--- src/rtl/internoc_ni_axi_slave_lite.sv ---
// internoc_ni_axi_slave_lite
// AXI4-Lite slave responder for the InterNoC network interface. It terminates
// the AW/W/B and AR/R channels onto a small byte-writable register file and
// returns OKAY/SLVERR responses. The write and read channels run independently.
//
// Optional feature: define NI_SLAVE_ADDR_CHECK_EN to answer out-of-range word
// indices with SLVERR. An out-of-range write then leaves the registers
// unchanged, and an out-of-range read returns zero. When the macro is not
// defined, the word index wraps onto the register file and every response is
// OKAY.

module internoc_ni_axi_slave_lite #(
   parameter int C_S_AXI_DATA_WIDTH = 32,
   parameter int C_S_AXI_ADDR_WIDTH = 6,
   parameter int NUM_REGS           = 8
) (
   input  logic                              ACLK,
   input  logic                              ARESET,
   input  logic [C_S_AXI_ADDR_WIDTH-1:0]     S_AXI_AWADDR,
   input  logic [2:0]                        S_AXI_AWPROT,
   input  logic                              S_AXI_AWVALID,
   output logic                              S_AXI_AWREADY,
   input  logic [C_S_AXI_DATA_WIDTH-1:0]     S_AXI_WDATA,
   input  logic [C_S_AXI_DATA_WIDTH/8-1:0]   S_AXI_WSTRB,
   input  logic                              S_AXI_WVALID,
   output logic                              S_AXI_WREADY,
   output logic [1:0]                        S_AXI_BRESP,
   output logic                              S_AXI_BVALID,
   input  logic                              S_AXI_BREADY,
   input  logic [C_S_AXI_ADDR_WIDTH-1:0]     S_AXI_ARADDR,
   input  logic [2:0]                        S_AXI_ARPROT,
   input  logic                              S_AXI_ARVALID,
   output logic                              S_AXI_ARREADY,
   output logic [C_S_AXI_DATA_WIDTH-1:0]     S_AXI_RDATA,
   output logic [1:0]                        S_AXI_RRESP,
   output logic                              S_AXI_RVALID,
   input  logic                              S_AXI_RREADY,
   output logic                              WR_DONE,
   output logic                              RD_DONE
);

   localparam int DW = C_S_AXI_DATA_WIDTH;
   localparam int SW = DW / 8;
   localparam int AW = C_S_AXI_ADDR_WIDTH;
   localparam int FW = AW - 2;                                    // full word-index width
   localparam int IW = (NUM_REGS > 1) ? $clog2(NUM_REGS) : 1;     // register-select width

   localparam logic [1:0] W_IDLE      = 2'd0;
   localparam logic [1:0] W_WAIT_DATA = 2'd1;
   localparam logic [1:0] W_WAIT_ADDR = 2'd2;
   localparam logic [1:0] W_RESP      = 2'd3;

   localparam logic R_IDLE = 1'b0;
   localparam logic R_DATA = 1'b1;

   localparam logic [1:0] RESP_OKAY   = 2'b00;
   localparam logic [1:0] RESP_SLVERR = 2'b10;

   logic [DW-1:0] regs [NUM_REGS];

   logic          live;           // low in reset, high from the first edge after release
   logic [1:0]    w_state;
   logic          r_state;
   logic [FW-1:0] aw_word_q;
   logic [DW-1:0] w_data_q;
   logic [SW-1:0] w_strb_q;
   logic [1:0]    bresp_q;
   logic [DW-1:0] rdata_q;
   logic [1:0]    rresp_q;
   logic          wr_done_q;
   logic          rd_done_q;

   logic          awready;
   logic          wready;
   logic          arready;
   logic          aw_hs;
   logic          w_hs;
   logic          ar_hs;

   logic          commit;
   logic [FW-1:0] c_word;
   logic [DW-1:0] c_data;
   logic [SW-1:0] c_strb;

   logic [IW-1:0] wr_idx;
   logic          wr_ok;
   logic [FW-1:0] rd_word;
   logic [IW-1:0] rd_idx;
   logic          rd_ok;

   // The readies depend only on registered state, so there is no path from any
   // input VALID/READY to an output.
   assign awready = live && (w_state == W_IDLE || w_state == W_WAIT_ADDR);
   assign wready  = live && (w_state == W_IDLE || w_state == W_WAIT_DATA);
   assign arready = live && (r_state == R_IDLE);

   assign aw_hs = S_AXI_AWVALID && awready;
   assign w_hs  = S_AXI_WVALID  && wready;
   assign ar_hs = S_AXI_ARVALID && arready;

   // Select the address, data and strobe of the write that completes this cycle.
   // Each one comes from the bus if its handshake happens now, or from its
   // capture register otherwise.
   always_comb begin
      // NOTE: assign every output of this block a default first, so no path leaves one unassigned and no latch is inferred.
      commit = 1'b0;
      c_word = aw_word_q;
      c_data = w_data_q;
      c_strb = w_strb_q;
      case (w_state)
         W_IDLE: begin
            if (aw_hs && w_hs) begin
               commit = 1'b1;
               c_word = S_AXI_AWADDR[AW-1:2];
               c_data = S_AXI_WDATA;
               c_strb = S_AXI_WSTRB;
            end
         end
         W_WAIT_DATA: begin
            if (w_hs) begin
               commit = 1'b1;
               c_data = S_AXI_WDATA;
               c_strb = S_AXI_WSTRB;
            end
         end
         W_WAIT_ADDR: begin
            if (aw_hs) begin
               commit = 1'b1;
               c_word = S_AXI_AWADDR[AW-1:2];
            end
         end
         default: ;
      endcase
   end

   assign wr_idx  = c_word[IW-1:0];
   assign rd_word = S_AXI_ARADDR[AW-1:2];
   assign rd_idx  = rd_word[IW-1:0];

`ifdef NI_SLAVE_ADDR_CHECK_EN
   assign wr_ok = (int'(c_word)  < NUM_REGS);
   assign rd_ok = (int'(rd_word) < NUM_REGS);
`else
   assign wr_ok = 1'b1;
   assign rd_ok = 1'b1;
`endif

   // Sink for the protection bits, the byte-lane address bits and any
   // word-index bits above the register select.
   logic unused_bits;
   assign unused_bits = ^{S_AXI_AWPROT, S_AXI_ARPROT, S_AXI_AWADDR[1:0],
                          S_AXI_ARADDR[1:0], c_word, rd_word};

   // The bus is held off until the first edge after reset is released.
   always_ff @(posedge ACLK or posedge ARESET) begin
      if (ARESET) live <= 1'b0;
      else        live <= 1'b1;
   end

   // Register file: byte-masked update at the edge that completes a write.
   always_ff @(posedge ACLK or posedge ARESET) begin
      if (ARESET) begin
         // NOTE: the register file must read zero after reset, so it is built from resettable flops, not a RAM macro.
         for (int i = 0; i < NUM_REGS; i++) regs[i] <= '0;
      end else if (commit && wr_ok) begin
         for (int b = 0; b < SW; b++) begin
            if (c_strb[b]) regs[wr_idx][8*b +: 8] <= c_data[8*b +: 8];
         end
      end
   end

   // Write channel: capture AW and W in either order, commit, then hold B until it is accepted.
   always_ff @(posedge ACLK or posedge ARESET) begin
      if (ARESET) begin
         // NOTE: sequential state uses non-blocking assignments, so every block sees the values from before the edge.
         w_state   <= W_IDLE;
         aw_word_q <= '0;
         w_data_q  <= '0;
         w_strb_q  <= '0;
         bresp_q   <= RESP_OKAY;
         wr_done_q <= 1'b0;
      end else begin
         wr_done_q <= commit;
         if (commit) bresp_q <= wr_ok ? RESP_OKAY : RESP_SLVERR;
         case (w_state)
            W_IDLE: begin
               if (aw_hs) aw_word_q <= S_AXI_AWADDR[AW-1:2];
               if (w_hs) begin
                  w_data_q <= S_AXI_WDATA;
                  w_strb_q <= S_AXI_WSTRB;
               end
               if (commit)     w_state <= W_RESP;
               else if (aw_hs) w_state <= W_WAIT_DATA;
               else if (w_hs)  w_state <= W_WAIT_ADDR;
            end
            W_WAIT_DATA: if (commit) w_state <= W_RESP;
            W_WAIT_ADDR: if (commit) w_state <= W_RESP;
            W_RESP:      if (S_AXI_BREADY) w_state <= W_IDLE;
            default:     w_state <= W_IDLE;
         endcase
      end
   end

   // Read channel: register the data and response at the AR handshake, then hold them until R is accepted.
   always_ff @(posedge ACLK or posedge ARESET) begin
      if (ARESET) begin
         r_state   <= R_IDLE;
         rdata_q   <= '0;
         rresp_q   <= RESP_OKAY;
         rd_done_q <= 1'b0;
      end else begin
         rd_done_q <= ar_hs;
         case (r_state)
            R_IDLE: begin
               if (ar_hs) begin
                  r_state <= R_DATA;
                  rdata_q <= rd_ok ? regs[rd_idx] : '0;
                  rresp_q <= rd_ok ? RESP_OKAY : RESP_SLVERR;
               end
            end
            default: if (S_AXI_RREADY) r_state <= R_IDLE;
         endcase
      end
   end

   assign S_AXI_AWREADY = awready;
   assign S_AXI_WREADY  = wready;
   assign S_AXI_ARREADY = arready;
   assign S_AXI_BVALID  = (w_state == W_RESP);
   assign S_AXI_BRESP   = bresp_q;
   assign S_AXI_RVALID  = (r_state == R_DATA);
   assign S_AXI_RDATA   = rdata_q;
   assign S_AXI_RRESP   = rresp_q;
   assign WR_DONE       = wr_done_q;
   assign RD_DONE       = rd_done_q;

endmodule
--- config.mk ---
export PLATFORM = sky130hd
export DESIGN_NAME = internoc_ni_axi_slave_lite
export DESIGN_NICKNAME = d
export VERILOG_FILES = /design/src/rtl/internoc_ni_axi_slave_lite.sv
export SDC_FILE = /design/constraint.sdc
export NUM_CORES = 1
export LEC_CHECK = 0
export ABC_CLOCK_PERIOD_IN_PS = 28800
export BUFFER_PORTS_ARGS = -buffer_cell sky130_fd_sc_hd__buf_2
export CAP_MARGIN = 10
export CORE_ASPECT_RATIO = 0.9
export CORE_MARGIN = 10
export CORE_UTILIZATION = 60
export CTS_CLUSTER_SIZE = 10
export DETAILED_ROUTE_END_ITERATION = 8
export PLACE_DENSITY = 0.79
export SYNTH_ARGS = -nofsm -noshare
export SYNTH_HDL_FRONTEND = slang
export SYNTH_SLANG_ARGS = --single-unit
export TNS_END_PERCENT = 5
--- constraint.sdc ---
create_clock -name ACLK -period 28.8 [get_ports ACLK]
set_clock_uncertainty 0.05 [all_clocks]
set_input_delay 5.76 -clock ACLK [delete_from_list [all_inputs] [get_ports ACLK]]
set_output_delay 5.76 -clock ACLK [all_outputs]
set_load 0.03 [all_outputs]
-- Word level (Yosys, flattened, before mapping)
Index checks and enable logic that the tools add are counted.
- $lt $le $gt $ge: 3
- eq/ne operators: 6
- multiplexer cells: 44
- bitwise gates (word level): 3
- reductions and logical operators: 14
- operators with widths (kind ; count):
    256-bit two-way mux ; 7
    256-bit bitwise mux ; 4
    32-bit demux with 3-bit select ; 4
    32-bit two-way mux ; 5
    32-bit binary-select mux with 3-bit select ; 1
    32-bit one-hot mux with 2 select lines ; 1
    24-bit two-way mux ; 1
    16-bit two-way mux ; 1
    4-bit two-way mux ; 3
    2-bit two-way mux ; 5
    4-bit greater-or-equal comparator (second input constant) ; 2
    1-bit logical AND ; 8
    8-bit two-way mux ; 1
    3-bit inverter with 4-bit output ; 2
    4-bit one-hot mux with 2 select lines ; 1
    1-bit two-way mux ; 6
    2-bit one-hot mux with 3 select lines ; 1
    3-bit one-hot mux with 2 select lines ; 1
    2-bit equality test (second input constant) ; 2
    4-bit by 1-bit less-than comparator with 1-bit output (second input constant) ; 1
    2-bit by 1-bit inequality test with 1-bit output (second input constant) ; 2
    4-bit inequality test (second input constant) ; 1
    3-bit two-way mux ; 1
    1-bit one-hot mux with 3 select lines ; 1
    7 further kinds ; 8
- register bits: 334
- input port bits: 61
- word-level logic and storage cells: 87

-- Longest topological paths before layout
- word-level depth: 23
- depth in mapped cells: 10
- mapped depth without buffers: 7

-- Worst setup path before layout
Ideal clock, no wire load.
- kind: input -> register
- start: input port S_AXI_WVALID
- end: register regs[128] (netlist name)
- library setup time: 0.128 ns
- arrival time: 7.533 ns
- slack: 21.089 ns
- stages on the path: 7
- buffers on the path: 2
- path through: buf_2 > a21o_1 > and2_4 > a221o_2 > or3b_1 > buf_2 > mux2_1
- cells in the longest elaborated chain, start to end: 20
- elaborated cells between the ends (all ways): 33
- those cells by class: order compare (2); mux (27); bitwise (1); reduce/logical (3)
- RTL lines (item ; RTL line ; text):
    from (decl) ; 25 ; input logic S_AXI_WVALID,
    1-bit logical AND (*) ; 98 ; assign w_hs = S_AXI_WVALID && wready;
    1-bit logical AND ; 112 ; if (aw_hs && w_hs) begin
    3-bit two-way mux ; 112 ;
    3-bit one-hot mux with 2 select lines ; 110 ; case (w_state)
    3-bit inverter with 4-bit output (implied by the code) ; 167 ; if (c_strb[b]) regs[wr_idx][8*b +: 8] <= c_data[8*b +: 8];
    4-bit greater-or-equal comparator (implied by the code) or 4-bit by 1-bit less-than comparator with 1-bit output (tied branches) ; 167 ;
    1-bit logical AND (implied by the code) ; 167 ;
    8-bit two-way mux (implied by the code) ; 167 ;
    [... 4 more ...] ; - ;
    256-bit bitwise mux ; 167 ;
    256-bit two-way mux ; 167 ;
    256-bit two-way mux ; 165 ; end else if (commit && wr_ok) begin
    256-bit bitwise mux ; 167 ;
    256-bit two-way mux ; 167 ;
    256-bit two-way mux ; 165 ;
    256-bit bitwise mux ; 167 ;
    256-bit two-way mux ; 167 ;
    to (signal, indexed assignment) ; 167 ;
    to (decl) ; 59 ; logic [DW-1:0] regs [NUM_REGS];
Every way passes the cells marked *; elsewhere a longest branch is shown, timed or not. The select of a mux whose other input is x is not followed.
A chain may end at the register's enable or synchronous reset.

-- Final worst setup path
- start: input port S_AXI_WVALID
- end: register regs[150] (netlist name)
- cells in the longest elaborated chain, start to end: 17
- elaborated cells between the ends (all ways): 33
- those cells by class: order compare (2); mux (27); bitwise (1); reduce/logical (3)
- RTL lines (item ; RTL line):
    1-bit logical AND (*) ; 98
    1-bit logical AND ; 112
    3-bit two-way mux ; 112
    3-bit one-hot mux with 2 select lines ; 110
    3-bit inverter with 4-bit output (implied by the code) ; 167
    32-bit demux with 3-bit select ; 167
    256-bit bitwise mux ; 167
    256-bit two-way mux ; 167
    256-bit two-way mux ; 165
    256-bit bitwise mux ; 167
    256-bit two-way mux ; 167
    256-bit two-way mux ; 165
    256-bit bitwise mux ; 167
    256-bit two-way mux ; 167
    256-bit two-way mux ; 165
    256-bit bitwise mux ; 167
    256-bit two-way mux ; 167
Marks and branches as above.

==> flow_metrics.tcl <==
set metrics [dict create \
    outcome "complete, no violations" \
    drt-initial-drc-count 947 \
    flow.area_growth_from_synthesis_pct 11.5 \
    power.net_switching_mw 0.597 \
    cap_violations 0 \
    crit_path_start_kind "primary input" \
    synthSimpleGateAreaFrac_pct 3.87 \
    cts_tree "done" \
    power.static_leakage_nw 8.12 \
    htree_num_levels 2 \
    final_estimated_routing_congestion_in_global_placement 0.880 \
    nFillCells 1778 \
    netlist-cell-type-count 43 \
    power.ir.vdd_worst_mv 0.0708 \
    max_slew_margin_pct 29.3 \
    clock_power_share_pct 23.9 \
    pwr-share-seq_pct 42.5 \
    drt-pass1-iter-count 5 \
    hold_class "register to register" \
    post-dp-hpwl_um 21900 \
    crit_path_top_delay_cell "sky130_fd_sc_hd__nand4_1" \
    clkSinkCount 333 \
    yosysTopAreaCell "sky130_fd_sc_hd__dfrtp_1" \
    drv_slew 0 \
    switching_share_pct 33.1 \
    fmax_ghz 0.127 \
    setup_viol_count_final 0 \
    synthesized_area_per_cell_sq_um 14.6 \
    synth_edf_count 0 \
    ys_seq_area_share_pct 54.0 \
    floorplan.initialDensity_pct 61.1 \
    yosys.cell_count.top_type "sky130_fd_sc_hd__dfrtp_1" \
    antenna_violating_nets_post_route 0 \
    clkLatencyLatePin_ps 510 \
    die_area_sq_um 32600 \
    synthXorXnorAreaFrac_pct 0 \
    timing_worst_slew_pin_value_ps 1060 \
    global_route_wire_length_before_repair_um 56800 \
    hold_ws_ps 420 \
    internal_power_mw 1.21 \
    largest_cells_by_area_after_synthesis "sky130_fd_sc_hd__dfrtp_1 54%, sky130_fd_sc_hd__mux2_2 20%, sky130_fd_sc_hd__mux4_2 9.3%" \
    die_width_um 189 \
    cts_hold_repair.buffers 0 \
    timing.critical_path.to_type "register" \
    post_synth_mux_area_share_pct 33.1 \
    number_of_global_route_vias_before_repair 10200 \
    arrival_ps 8210 \
    layout-drive-gt1-share_pct 43.9 \
    syn_inst 1056 \
    global_route.usage.total_pct 22.1 \
    path_buf_inv 1 \
    io-pin-count 104 \
    area.sequential_sq_um 8330 \
    antenna_found_initial 1 \
    die_h_um 172 \
    synth.top_cells.by_count "333 x sky130_fd_sc_hd__dfrtp_1, 271 x sky130_fd_sc_hd__mux2_2, 66 x sky130_fd_sc_hd__a22oi_1" \
    synth_top_family_by_area "multiplexers" \
    ys_seq_elements 333 \
    summed_instance_area_of_the_synthesized_netlist_sq_um 15400 \
    wl_per_cell_um 23.8 \
    combinationalPowerShare_pct 33.6 \
    post-route-period-util_pct 27.3 \
    post_drt_via_cell_ratio 6.44 \
    cts_resized 0 \
    critical_path.cell_chain "buf_2 > mux2i_2 > o21ai_2 > a211oi_2 > nand4_1 > mux2_2" \
    grt_start_max_net_pins 116 \
    io_buffers 87 \
    crit_fanout 10 \
    cpPeakStageDelay_ps 760 \
    vias 9549 \
    remaining_overflow_grt 0 \
    timing.setup.critical_path_class "primary input to register" \
    rsz0062_at_grt "false" \
    drt-total-wl_um 35200 \
    finalHoldViolations 0 \
    clock_pin_slew_reported_for_the_worst_setup_and_hold_paths_after_clock_tree_synthesis_ps 60 \
    cts_root_buf "sky130_fd_sc_hd__clkbuf_16" \
    cts.path.max_buffers 3 \
    worst-endpoint-required_ps 29130 \
    row_count 55 \
    post_synth_fa_ha_maj_area_fraction_pct 0.324 \
    cts_setup_buffers 0 \
    fin_setup_tns_ps 0 \
    multi_input_comb_area_sq_um 6810 \
    synth_largest_type_area_fraction_pct 54.0 \
    synth_compound_gate_area_share_pct 6.66 \
    post-route-min-period_ps 7880 \
    drc 0 \
    core_sq_um 25300 \
    cts_made_buffers 39 \
    yosys_most_used_dff "sky130_fd_sc_hd__dfrtp_1" \
    crit_family "multiplexers" \
    synthesis.yosys.warnings 0 \
    nets_finish 1201 \
    synth_async_sr_flop_share_pct 100 \
    p_per_area_nw_per_um2 105 \
]
==> through the flow <==
| stage | util (%) | power, mW | std cells | area [sq um] | setup slack, ps |
|---|---|---|---|---|---|
| 6_report | 68.1 | 1.80 | 1483 | 17200 | 20920 |
| 5_1_grt | 68.1 | 1.91 | 1483 | 17200 | 20720 |
| 4_1_cts | 68.1 | 1.81 | 1482 | 17200 | 20980 |
| 3_5_place_dp | 63.9 | 1.37 | 1437 | 16100 | 20440 |
| 3_3_place_gp | 63.9 | 1.33 | 1437 | 16100 | 20480 |
| 2_1_floorplan | - | 1.21 | 1059 | 15400 | 13770 |
==> cells in the final DEF (no fill, tap or decap), types with 23 or more instances in the layout <==
cell type                   instances
sky130_fd_sc_hd__dfrtp_1          333
sky130_fd_sc_hd__mux2_2           271
sky130_fd_sc_hd__buf_2             86
sky130_fd_sc_hd__a22oi_1           66
sky130_fd_sc_hd__mux4_2            64
sky130_fd_sc_hd__clkbuf_16         41
sky130_fd_sc_hd__nand2_1           39
sky130_fd_sc_hd__o21ai_0           39
sky130_fd_sc_hd__mux2i_1           33
sky130_fd_sc_hd__o21ai_1           32
sky130_fd_sc_hd__mux2_1            23
==> tightest hold or removal path, delay by kind of cell (launching register included) <==
kind,cells,cell delay [ps]
flops,1,330
compound gates,1,50
simple gates,1,40
==> state kept, by name, summed over array words and instances, names as in the netlist <==
name and count:
regs 256, S_AXI_RDATA 32, w_data_q 32, w_strb_q 4, aw_word_q 3, w_state 2
RD_DONE 1, S_AXI_RVALID 1, WR_DONE 1, live 1
==> power groups by stage <==
| stage | clock (mW) | combinational [mW] | sequential [mW] |
|---|---|---|---|
| global placement | 0 | 0.579 | 0.754 |
| detailed placement | 0 | 0.602 | 0.768 |
| floorplan | 0 | 0.433 | 0.778 |
| finish | 0.431 | 0.605 | 0.767 |
| global route | 0.458 | 0.663 | 0.789 |
| CTS | 0.438 | 0.607 | 0.764 |
==> logic make-up after synthesis <==
logic type,after synthesis
AOI/OAI and AO/OA,158
buffers and inverters,70
and+or+nand+nor,96
adders and majority gates,4
muxes,393
other,2
DFF,333
==> area by class of cell <==
class / count / share of cell area, %
clock inverter: 1 / 0.175
clock buffer: 44 / 6.03
inverter: 7 / 0.196
sequential: 333 / 48.4
tap: 342 / 2.49
antenna: 1 / 0.0145
multi-input combinational: 656 / 39.6
timing repair buffer: 99 / 3.07
==> routing by layer <==
metal	share of wire [%]	track usage [%]	vias to the layer above
met3	6.0	4.05	61
li1	-	-	4159
met5	0	0	-
met1	43	29.8	5011
met4	2.1	6.62	0
met2	49	36.0	318
==> worst paths after layout <==
kind | start | endpoint | slack [ps] | cells after the start
max in group asynchronous | ARESET | S_AXI_RDATA[13] | 21110 | 4
setup reg to reg | w_state[1] | regs[150] | 25160 | 7
hold reg to reg | S_AXI_RDATA[11] | S_AXI_RDATA[11] | 420 | 2
min in group asynchronous | ARESET | regs[158] | 5360 | 2
hold / removal | S_AXI_RDATA[11] | S_AXI_RDATA[11] | 420 | 2
setup / recovery | S_AXI_WVALID | regs[150] | 20920 | 6
No activity file was read; power rests on OpenSTA's default activity.
